## config.mk

```make
export PLATFORM = sky130hd
export DESIGN_NAME = memory_access_stage_flat
export DESIGN_NICKNAME = d
export VERILOG_FILES = /design/src/rtl/memory_access_stage_if.sv /design/src/rtl/memory_access_stage.sv /design/src/flat_wrapper.sv
export SDC_FILE = /design/constraint.sdc
export NUM_CORES = 1
export LEC_CHECK = 0
export CAP_MARGIN = 25
export CORE_AREA = 4 4 142 198
export CTS_CLUSTER_DIAMETER = 40
export DETAILED_ROUTE_END_ITERATION = 8
export DIE_AREA = 0 0 146 202
export SETUP_SLACK_MARGIN = 0.3
export SYNTH_ARGS = -nofsm -noshare
export SYNTH_HDL_FRONTEND = slang
export SYNTH_SLANG_ARGS = --single-unit
export TNS_END_PERCENT = 10
```

## constraint.sdc

```tcl
create_clock -name clk -period 1.8 [get_ports clk]
set_input_delay 0.27 -clock clk [delete_from_list [all_inputs] [get_ports clk]]
set_output_delay 0.27 -clock clk [all_outputs]
set_load 0.02 [all_outputs]
```

## src/rtl/memory_access_stage_if.sv

```systemverilog
// Data RAM bus between the DLX MEM stage (master) and the data memory (slave).
// The request side is held stable from req rising until the cycle ack is seen.
interface memory_access_stage_if #(
  parameter int N = 32
);
  logic         req;
  logic         we;
  logic [N-1:0] addr;
  logic [3:0]   be;
  logic [N-1:0] wdata;
  logic [N-1:0] rdata;
  logic         ack;

  modport master (
    output req,
    output we,
    output addr,
    output be,
    output wdata,
    input  rdata,
    input  ack
  );

  modport slave (
    input  req,
    input  we,
    input  addr,
    input  be,
    input  wdata,
    output rdata,
    output ack
  );
endinterface

```

## src/rtl/memory_access_stage.sv

```systemverilog
// DLX MEM stage: data RAM loads/stores over a req/ack bus, load alignment, MEM/WB register.
// Optional macro MEM_MISALIGN_TRAP_EN turns misaligned half/word accesses into 1-cycle traps.
module memory_access_stage #(
  parameter int N     = 32,
  parameter int RF_AW = 5
) (
  input  logic                 clk,
  input  logic                 rst,
  input  logic                 valid_in,
  input  logic                 is_load,
  input  logic                 is_store,
  input  logic [1:0]           mem_size,
  input  logic                 load_unsigned,
  input  logic [N-1:0]         alu_result,
  input  logic [N-1:0]         store_data,
  input  logic [RF_AW-1:0]     rd_in,
  input  logic                 rf_we_in,
  output logic                 stall,
  memory_access_stage_if.master dmem,
  output logic                 valid_out,
  output logic [N-1:0]         data_from_memory,
  output logic [N-1:0]         data_from_alu,
  output logic                 select_wb,
  output logic [RF_AW-1:0]     rd_out,
  output logic                 rf_we_out,
  output logic                 misaligned
);

  if (N != 32) begin : g_bad_width
    $error("memory_access_stage: N must be 32");
  end

  typedef enum logic {
    IDLE,
    ACCESS
  } state_t;

  state_t state;
  state_t state_next;

  logic              mem_op;
  logic              misalign_in;
  logic              trap;
  logic              start;
  logic [3:0]        be_in;
  logic [N-1:0]      wdata_in;

  logic [N-1:0]      addr_q;
  logic [3:0]        be_q;
  logic [N-1:0]      wdata_q;
  logic              we_q;
  logic [1:0]        size_q;
  logic [1:0]        lane_q;
  logic              uns_q;
  logic [RF_AW-1:0]  rd_q;
  logic              rf_we_q;
  logic [N-1:0]      alu_q;
  logic              misaligned_q;

  logic [7:0]        byte_sel;
  logic [15:0]       half_sel;
  logic [N-1:0]      load_ext;

  assign mem_op = valid_in & (is_load | is_store);

`ifdef MEM_MISALIGN_TRAP_EN
  always_comb begin
    misalign_in = 1'b0;
    case (mem_size)
      2'b00:   misalign_in = 1'b0;
      2'b01:   misalign_in = alu_result[0];
      default: misalign_in = |alu_result[1:0];
    endcase
  end
`else
  assign misalign_in = 1'b0;
`endif

  assign trap  = mem_op & misalign_in;
  assign start = mem_op & ~misalign_in;

  // Half and word accesses ignore the low address bits, so they align down.
  always_comb begin
    be_in    = 4'b1111;
    wdata_in = store_data;
    case (mem_size)
      2'b00: begin
        be_in    = 4'b0001 << alu_result[1:0];
        wdata_in = {4{store_data[7:0]}};
      end
      2'b01: begin
        be_in    = alu_result[1] ? 4'b1100 : 4'b0011;
        wdata_in = {2{store_data[15:0]}};
      end
      default: begin
        be_in    = 4'b1111;
        wdata_in = store_data;
      end
    endcase
  end

  always_ff @(posedge clk) begin
    if (rst) begin
      state <= IDLE;
    end else begin
      state <= state_next;
    end
  end

  always_comb begin
    state_next = state;
    stall      = 1'b0;
    case (state)
      IDLE: begin
        if (start) begin
          stall      = 1'b1;
          state_next = ACCESS;
        end
      end
      ACCESS: begin
        stall = ~dmem.ack;
        if (dmem.ack) begin
          state_next = IDLE;
        end
      end
      default: state_next = IDLE;
    endcase
    if (rst) begin
      stall = 1'b0;
    end
  end

  assign dmem.req   = (state == ACCESS);
  assign dmem.we    = we_q;
  assign dmem.addr  = addr_q;
  assign dmem.be    = be_q;
  assign dmem.wdata = wdata_q;

  // Everything the access and write-back need is frozen here so upstream may change freely.
  always_ff @(posedge clk) begin
    if (rst) begin
      addr_q  <= '0;
      be_q    <= '0;
      wdata_q <= '0;
      we_q    <= 1'b0;
      size_q  <= 2'b00;
      lane_q  <= 2'b00;
      uns_q   <= 1'b0;
      rd_q    <= '0;
      rf_we_q <= 1'b0;
      alu_q   <= '0;
    end else if (state == IDLE && start) begin
      addr_q  <= {alu_result[N-1:2], 2'b00};
      be_q    <= be_in;
      wdata_q <= wdata_in;
      we_q    <= is_store;
      size_q  <= mem_size;
      lane_q  <= alu_result[1:0];
      uns_q   <= load_unsigned;
      rd_q    <= rd_in;
      rf_we_q <= rf_we_in;
      alu_q   <= alu_result;
    end
  end

  always_comb begin
    byte_sel = dmem.rdata[7:0];
    case (lane_q)
      2'd0:    byte_sel = dmem.rdata[7:0];
      2'd1:    byte_sel = dmem.rdata[15:8];
      2'd2:    byte_sel = dmem.rdata[23:16];
      default: byte_sel = dmem.rdata[31:24];
    endcase
    half_sel = lane_q[1] ? dmem.rdata[31:16] : dmem.rdata[15:0];
    case (size_q)
      2'b00:   load_ext = {{(N-8){~uns_q & byte_sel[7]}}, byte_sel};
      2'b01:   load_ext = {{(N-16){~uns_q & half_sel[15]}}, half_sel};
      default: load_ext = dmem.rdata;
    endcase
  end

  // MEM/WB register: loads straight through in IDLE, or from the frozen copy on ack.
  always_ff @(posedge clk) begin
    if (rst) begin
      valid_out        <= 1'b0;
      data_from_memory <= '0;
      data_from_alu    <= '0;
      select_wb        <= 1'b0;
      rd_out           <= '0;
      rf_we_out        <= 1'b0;
      misaligned_q     <= 1'b0;
    end else begin
      misaligned_q <= 1'b0;
      case (state)
        IDLE: begin
          if (start) begin
            valid_out <= 1'b0;
          end else begin
            valid_out        <= valid_in;
            data_from_memory <= '0;
            data_from_alu    <= alu_result;
            select_wb        <= 1'b1;
            rd_out           <= rd_in;
            rf_we_out        <= valid_in & rf_we_in & ~trap;
            misaligned_q     <= trap;
          end
        end
        ACCESS: begin
          if (dmem.ack) begin
            valid_out        <= 1'b1;
            data_from_memory <= we_q ? '0 : load_ext;
            data_from_alu    <= alu_q;
            select_wb        <= we_q;
            rd_out           <= rd_q;
            rf_we_out        <= ~we_q & rf_we_q;
          end else begin
            valid_out <= 1'b0;
          end
        end
        default: valid_out <= 1'b0;
      endcase
    end
  end

  assign misaligned = misaligned_q;

endmodule

```

## src/flat_wrapper.sv

```systemverilog
// flat-port wrapper written by rule: the top's interface ports become plain ports
module memory_access_stage_flat 
#(
  parameter int N     = 32,
  parameter int RF_AW = 5
)
  (clk, rst, valid_in, is_load, is_store, mem_size, load_unsigned, alu_result, store_data, rd_in, rf_we_in, stall, valid_out, data_from_memory, data_from_alu, select_wb, rd_out, rf_we_out, misaligned, dmem_req, dmem_we, dmem_addr, dmem_be, dmem_wdata, dmem_rdata, dmem_ack);
  memory_access_stage_if #(.N(N)) dmem_i ();
  input  logic clk;
  input  logic rst;
  input  logic valid_in;
  input  logic is_load;
  input  logic is_store;
  input  logic [1:0] mem_size;
  input  logic load_unsigned;
  input  logic [N-1:0] alu_result;
  input  logic [N-1:0] store_data;
  input  logic [RF_AW-1:0] rd_in;
  input  logic rf_we_in;
  output logic stall;
  output logic valid_out;
  output logic [N-1:0] data_from_memory;
  output logic [N-1:0] data_from_alu;
  output logic select_wb;
  output logic [RF_AW-1:0] rd_out;
  output logic rf_we_out;
  output logic misaligned;
  output wire logic [$bits(dmem_i.req)-1:0] dmem_req;
  output wire logic [$bits(dmem_i.we)-1:0] dmem_we;
  output wire logic [$bits(dmem_i.addr)-1:0] dmem_addr;
  output wire logic [$bits(dmem_i.be)-1:0] dmem_be;
  output wire logic [$bits(dmem_i.wdata)-1:0] dmem_wdata;
  input wire logic [$bits(dmem_i.rdata)-1:0] dmem_rdata;
  input wire logic [$bits(dmem_i.ack)-1:0] dmem_ack;
  assign dmem_req = dmem_i.req;
  assign dmem_we = dmem_i.we;
  assign dmem_addr = dmem_i.addr;
  assign dmem_be = dmem_i.be;
  assign dmem_wdata = dmem_i.wdata;
  assign dmem_i.rdata = dmem_rdata;
  assign dmem_i.ack = dmem_ack;
  memory_access_stage #(.N(N), .RF_AW(RF_AW)) u_core (.clk(clk), .rst(rst), .valid_in(valid_in), .is_load(is_load), .is_store(is_store), .mem_size(mem_size), .load_unsigned(load_unsigned), .alu_result(alu_result), .store_data(store_data), .rd_in(rd_in), .rf_we_in(rf_we_in), .stall(stall), .dmem(dmem_i), .valid_out(valid_out), .data_from_memory(data_from_memory), .data_from_alu(data_from_alu), .select_wb(select_wb), .rd_out(rd_out), .rf_we_out(rf_we_out), .misaligned(misaligned));
endmodule
```

# Word level (Yosys, flattened, before mapping)
# Index checks and enable logic that the tools add are counted.
dict set report word_totals {
  regBits 183
  inputBits 111
  out_inout_bits 144
  elab_cells 69
}
dict set report classes {
  n_eq_ne 6
  shifts 1
  muxes 30
  bitwise 10
  n_reduce_logical 5
}
# cell count
set ops {}
lappend ops {{$pmux W32 S2} 4}
lappend ops {{$mux W32} 5}
lappend ops {{$pmux W8 S3} 1}
lappend ops {{$mux W16} 1}
lappend ops {{$mux W5} 2}
lappend ops {{$pmux W1 S2} 5}
lappend ops {{$pmux W5 S2} 1}
lappend ops {{$mux W1} 9}
lappend ops {{$pmux W4 S2} 1}
lappend ops {{$eq A2 B1 Y1 const B} 3}
lappend ops {{$logic_not A2 Y1} 3}
lappend ops {{$and A1 B1 Y1} 5}
lappend ops {{$mux W4} 1}
lappend ops {{$ne A2 B2 Y1 const B} 2}
lappend ops {{$not A1 Y1} 4}
lappend ops {{$shl A1 B2 Y4 const A} 1}
lappend ops {{$eq A2 B2 Y1 const B} 1}
lappend ops {{$reduce_and A2 Y1} 1}
lappend ops {{$logic_and A1 B1 Y1} 1}
lappend ops {{$or A1 B1 Y1} 1}

# Logic depth before layout (Yosys ltp)
dict set report logic_depth {
  depth_word 7
  ltp_mapped 6
  ltp_nobuf 4
}

# Worst setup path before layout
# No wires, ideal clock.
dict set report synth_timing {
  path_kind {register to register}
  startpoint {reg u_core.state (netlist: u_core.dmem.req)}
  endpoint {reg u_core.data_from_memory[24]}
  setup_time_ns 0.123
  arrival_time_ns 1.721
  t_required_ns 1.677
  path_slack_ns -0.044
  stages_incl_launch_ff 6
  synth_period_minus_slack_ns 1.844
  cell_sequence {dfxtp_1 nor2b_1 o21ai_1 a21oi_1 clkbuf_1 a221o_2}
}
dict set report synth_between {
  elab_chain_cells 3
}
# item line
set synth_lines {}
lappend synth_lines {{start: declaration} memory_access_stage.sv:38} ;# state_t state;
lappend synth_lines {{start signal: assignment} memory_access_stage.sv:106} ;# state <= state_next;
lappend synth_lines {{$not A1 Y1} memory_access_stage.sv:194} ;# case (state)
lappend synth_lines {{$ne A2 B2 Y1 (no source line)} --}
lappend synth_lines {{$reduce_and A2 Y1 (no source line)} --}
lappend synth_lines {{end signal: assignment} memory_access_stage.sv:211} ;# data_from_memory <= we_q ? '0 : load_ext;
lappend synth_lines {{end: declaration} memory_access_stage.sv:21} ;# output logic [N-1:0] data_from_memory,
# Parallel ways exist; a longest one is shown, timed or not.
# A chain may end at the register's enable or synchronous reset.

==> results.txt <==
----------------------------------------------------
[Yosys]
  Synth Cell Area ... about 6500 um^2
  Portion of the post-synthesis area used by sequential elements ... about 47%
  Cell type with the largest total area after synthesis ... dfxtp_1
  Post-synth top area share ... a little under half
  Number of flops mapped to enable cells by yosys ... 0
  FFs w/ async S/R, synth ... 0%
  Ranking of synthesized cells by area ... dfxtp_1 (47%), mux2i_1 (8.3%), nand2_1 (7.8%)
  Number of library cell types mapped by synthesis ... 39
  Seq cells post-synth ... 151
  Number of instances in the synthesized netlist ... 721
  Average size of a mapped cell ... between 9 and 10 um^2
  Yosys warning count ... 0
  Top_reg_cell synth ... dfxtp_1

[Global route]
  Initial antenna violation count ... 4
  Wire length of the first global-routing pass ... about 36000 um
  Largest net degree at the start of global routing ... 57
  Via count of the first global-routing pass ... approximately 6100
  Overall Global Routing Usage ... between 15 and 20%
  Total gr overflow ... 0

[Routing]
  Router iterations before antenna repair ... 5
  Average vias per placed instance ... roughly 4.8
  Average detailed-routed wire length per instance ... ~19 um
  Total detailed-routing wirelength ... roughly 24000 um
  Iter 0 DRT Violations ... roughly 250
  Final routed DRC violation total ... 0
  Routed Antenna Nets ... 0
  Total vias in the final route ... 6204

[Placement]
  Placed Area ... between 9000 and 10000 um^2
  Worst slack at placement ... -489.6 ps
  Placed Cells incl. Taps ... 1256
  RePlAce Congestion ... 0.8449
  Count of input and output buffers ... around 250
  Final HPWL from detailed placement ... about 17000 um

[Cells and area]
  Final nets ... 1074
  Fraction of final layout cells sized beyond drive strength 1 ... between 10% and 20%
  Most frequent standard cell in the layout excluding fill and tap cells ... dfxtp_1
  Number of non-filler instances in the completed layout ... approximately 1300
  Footprint of the multi-input gates ... roughly 3300 um^2
  # fillers ... roughly 2500
  Area taken by flip-flops and latches ... a little over 3000 um^2
  Commonest cells after routing, fill and taps aside ... dfxtp_1 (147), dlymetal6s2s_1 (140), nand2_1 (132), clkdlybuf4s50_1 (106), a21oi_1 (66)
  Area delta synth->final ... 69.04%
  Fin util ... 41.92%
  Post-layout instance area ... 10980 um^2

[Worst setup path]
  Worst Path Max Fanout ... 16
  Startpoint type of the worst setup path ... flip-flop
  Setup crit end kind ... flip-flop
  Required arrival time at the worst endpoint ... roughly 2200 ps
  R2R setup slack ... 80 ps
  Crit Path Category ... reg -> reg
  Data arrival time of the critical path ... around 2100 ps

[Clock tree]
  H-tree level count ... 4
  Max Root-Sink Buffers ... 2
  CTS clock-pin slew for the worst setup and hold paths ... ~60 ps
  Insertion delay to the later sink of the worst-skew pair ... 420 ps
  Sinks on the clock net ... 151
  Clock tree from TritonCTS ... yes
  CTS root buf ... clkbuf_16
  Total CTS buffers ... 17

[STA]
  Setup clock skew after layout ... ~8.4 ps
  Transition time at the pin with the least slew margin ... a little over 700 ps
  Fin. max-slew vios ... 0
  Worst rel slew slack ... roughly 53%
  Setup repair after global routing missed its margin ... yes
  Final critical delay including setup and external delays ... 1722 ps
  Fin Hold WS ... ~320 ps
  Total negative slack ... 0 ps
  Final Cycle Share ... between 90% and 100%
  Fin worst setup slack ... around 78 ps
  Final setup viols ... 0
  Maximum clock frequency ... ~0.58 GHz
  Number of hold violations in the final report ... 0

[Flow run]
  Total of max-cap violations ... 0

[Die]
  Chip Width ... around 150 um
  Floorplan die area ... ~29000 um^2
  Core area ... roughly 26000 um^2
  Die Y-Extent ... roughly 200 um
  I/O Pins ... 255
  Effective utilization at floorplan ... approximately a quarter
  Placement Rows ... 70

[Power]
  Cell leakage power ... 6.157 nW
  Share of power burned in registers ... between 30% and 40%
  Max VDD drop ... about 0.63 mV
  Switching part of the total ... about a quarter
  Sw power ... about 2.6 mW
  Part of the power in combinational logic ... a little over a fifth
  Int Power ... between 7 and 8 mW
  Proportion of power drawn by the clock network ... slightly above 40%
  PwrDens ... just under 900 nW/um^2
  Total chip power ... roughly 9.7 mW

[Hold path]
  Path category of the worst min-delay check ... in -> reg

[Outcome]
  Result of the run ... finished clean

----------------------------------------------------
routing by layer:
| metal | vias up | wire, um | track usage (%) |
|---|---|---|---|
| met2 | 200 | 12330 | 27.15 |
| met3 | 33 | 1720 | 5.405 |
| met5 | - | 25 | 0 |
| met4 | 4 | 624 | 5.582 |
| li1 | 3028 | - | - |
| met1 | 2939 | 9372 | 17.45 |
state kept, by name (all words and copies together) (netlist names):
register,flops
u_core.rf_we_q,1
u_core.select_wb,1
u_core.rd_out,5
u_core.rd_q,5
u_core.size_q,2
u_core.uns_q,1
u_core.rf_we_out,1
u_core.data_from_alu,32
u_core.dmem.req,1
u_core.dmem.addr,1
u_core.data_from_memory,32
u_core.valid_out,1
u_core.dmem.we,1
u_core.dmem.wdata,32
u_core.alu_q,31
u_core.dmem.be,4
worst max-delay path, stage by stage, from the launching register on:
cell and delay [ps]:
dfxtp_2 320, buf_6 110, or3_4 330, or2_4 250
a2111oi_4 350, buf_12 190, a221o_1 110
cell usage after synthesis, drive strengths merged, types with 7 or more instances:
cell type / instances
clkbuf: 38
a311oi: 8
a21oi: 70
nor2: 35
mux2: 8
a221o: 17
nor3: 8
o21a: 7
o21ai: 33
mux2i: 54
buf: 54
dfxtp: 151
a211oi: 10
nand2: 135
o2bb2ai: 45
final timing paths:
path                                            from                                  endpoint  cells past startpoint
hold reg to reg   u_core.dmem.wdata[24]$_SDFFE_PP0P_        u_core.dmem.wdata[24]$_SDFFE_PP0P_                      2
setup / recovery        u_core.alu_q[0]$_SDFFE_PP0P_  u_core.data_from_memory[19]$_SDFFE_PP0P_                      6
hold / removal                               is_load               u_core.dmem.we$_SDFFE_PP0P_                      4
setup reg to reg        u_core.alu_q[0]$_SDFFE_PP0P_  u_core.data_from_memory[19]$_SDFFE_PP0P_                      6
timing repair:
action,CTS,global route
pin swaps,16,33
gates resized for setup,42,214
cloned,2,1
endpoints found under the setup margin,257,278
hold buffers,0,0
buffers inserted,6,3
cells by family (layout without fill, tap and decap cells):
family	Yosys count	count (layout)	share of synthesized area (%)
AOI/OAI and AO/OA	213	213	23.43
other	1	5	0.05775
and+or+nand+nor	197	197	12.43
DFF	151	151	46.55
buffers and inverters	97	349	7.823
muxes	62	62	9.711
area by class of cell:
type	count	area share (%)
Timing Repair Buffer	313	32.73
Multi-Input combinational cell	475	29.78
Sequential cell	151	27.61
Clock buffer	23	4.445
Tap cell	324	3.693
Clock inverter	8	1.527
Inverter	5	0.1710
Antenna cell	2	0.04559
power by group through the flow:
stage	logic (mW)	clock network [mW]	registers (mW)
2_1_floorplan	0.747	0	3.93
3_3_place_gp	1.88	0	3.76
6_report	2.03	4.00	3.69
3_5_place_dp	1.89	0	3.76
5_1_grt	2.17	4.24	3.72
4_1_cts	1.97	4.13	3.69
(Power assumes the default switching activity.)
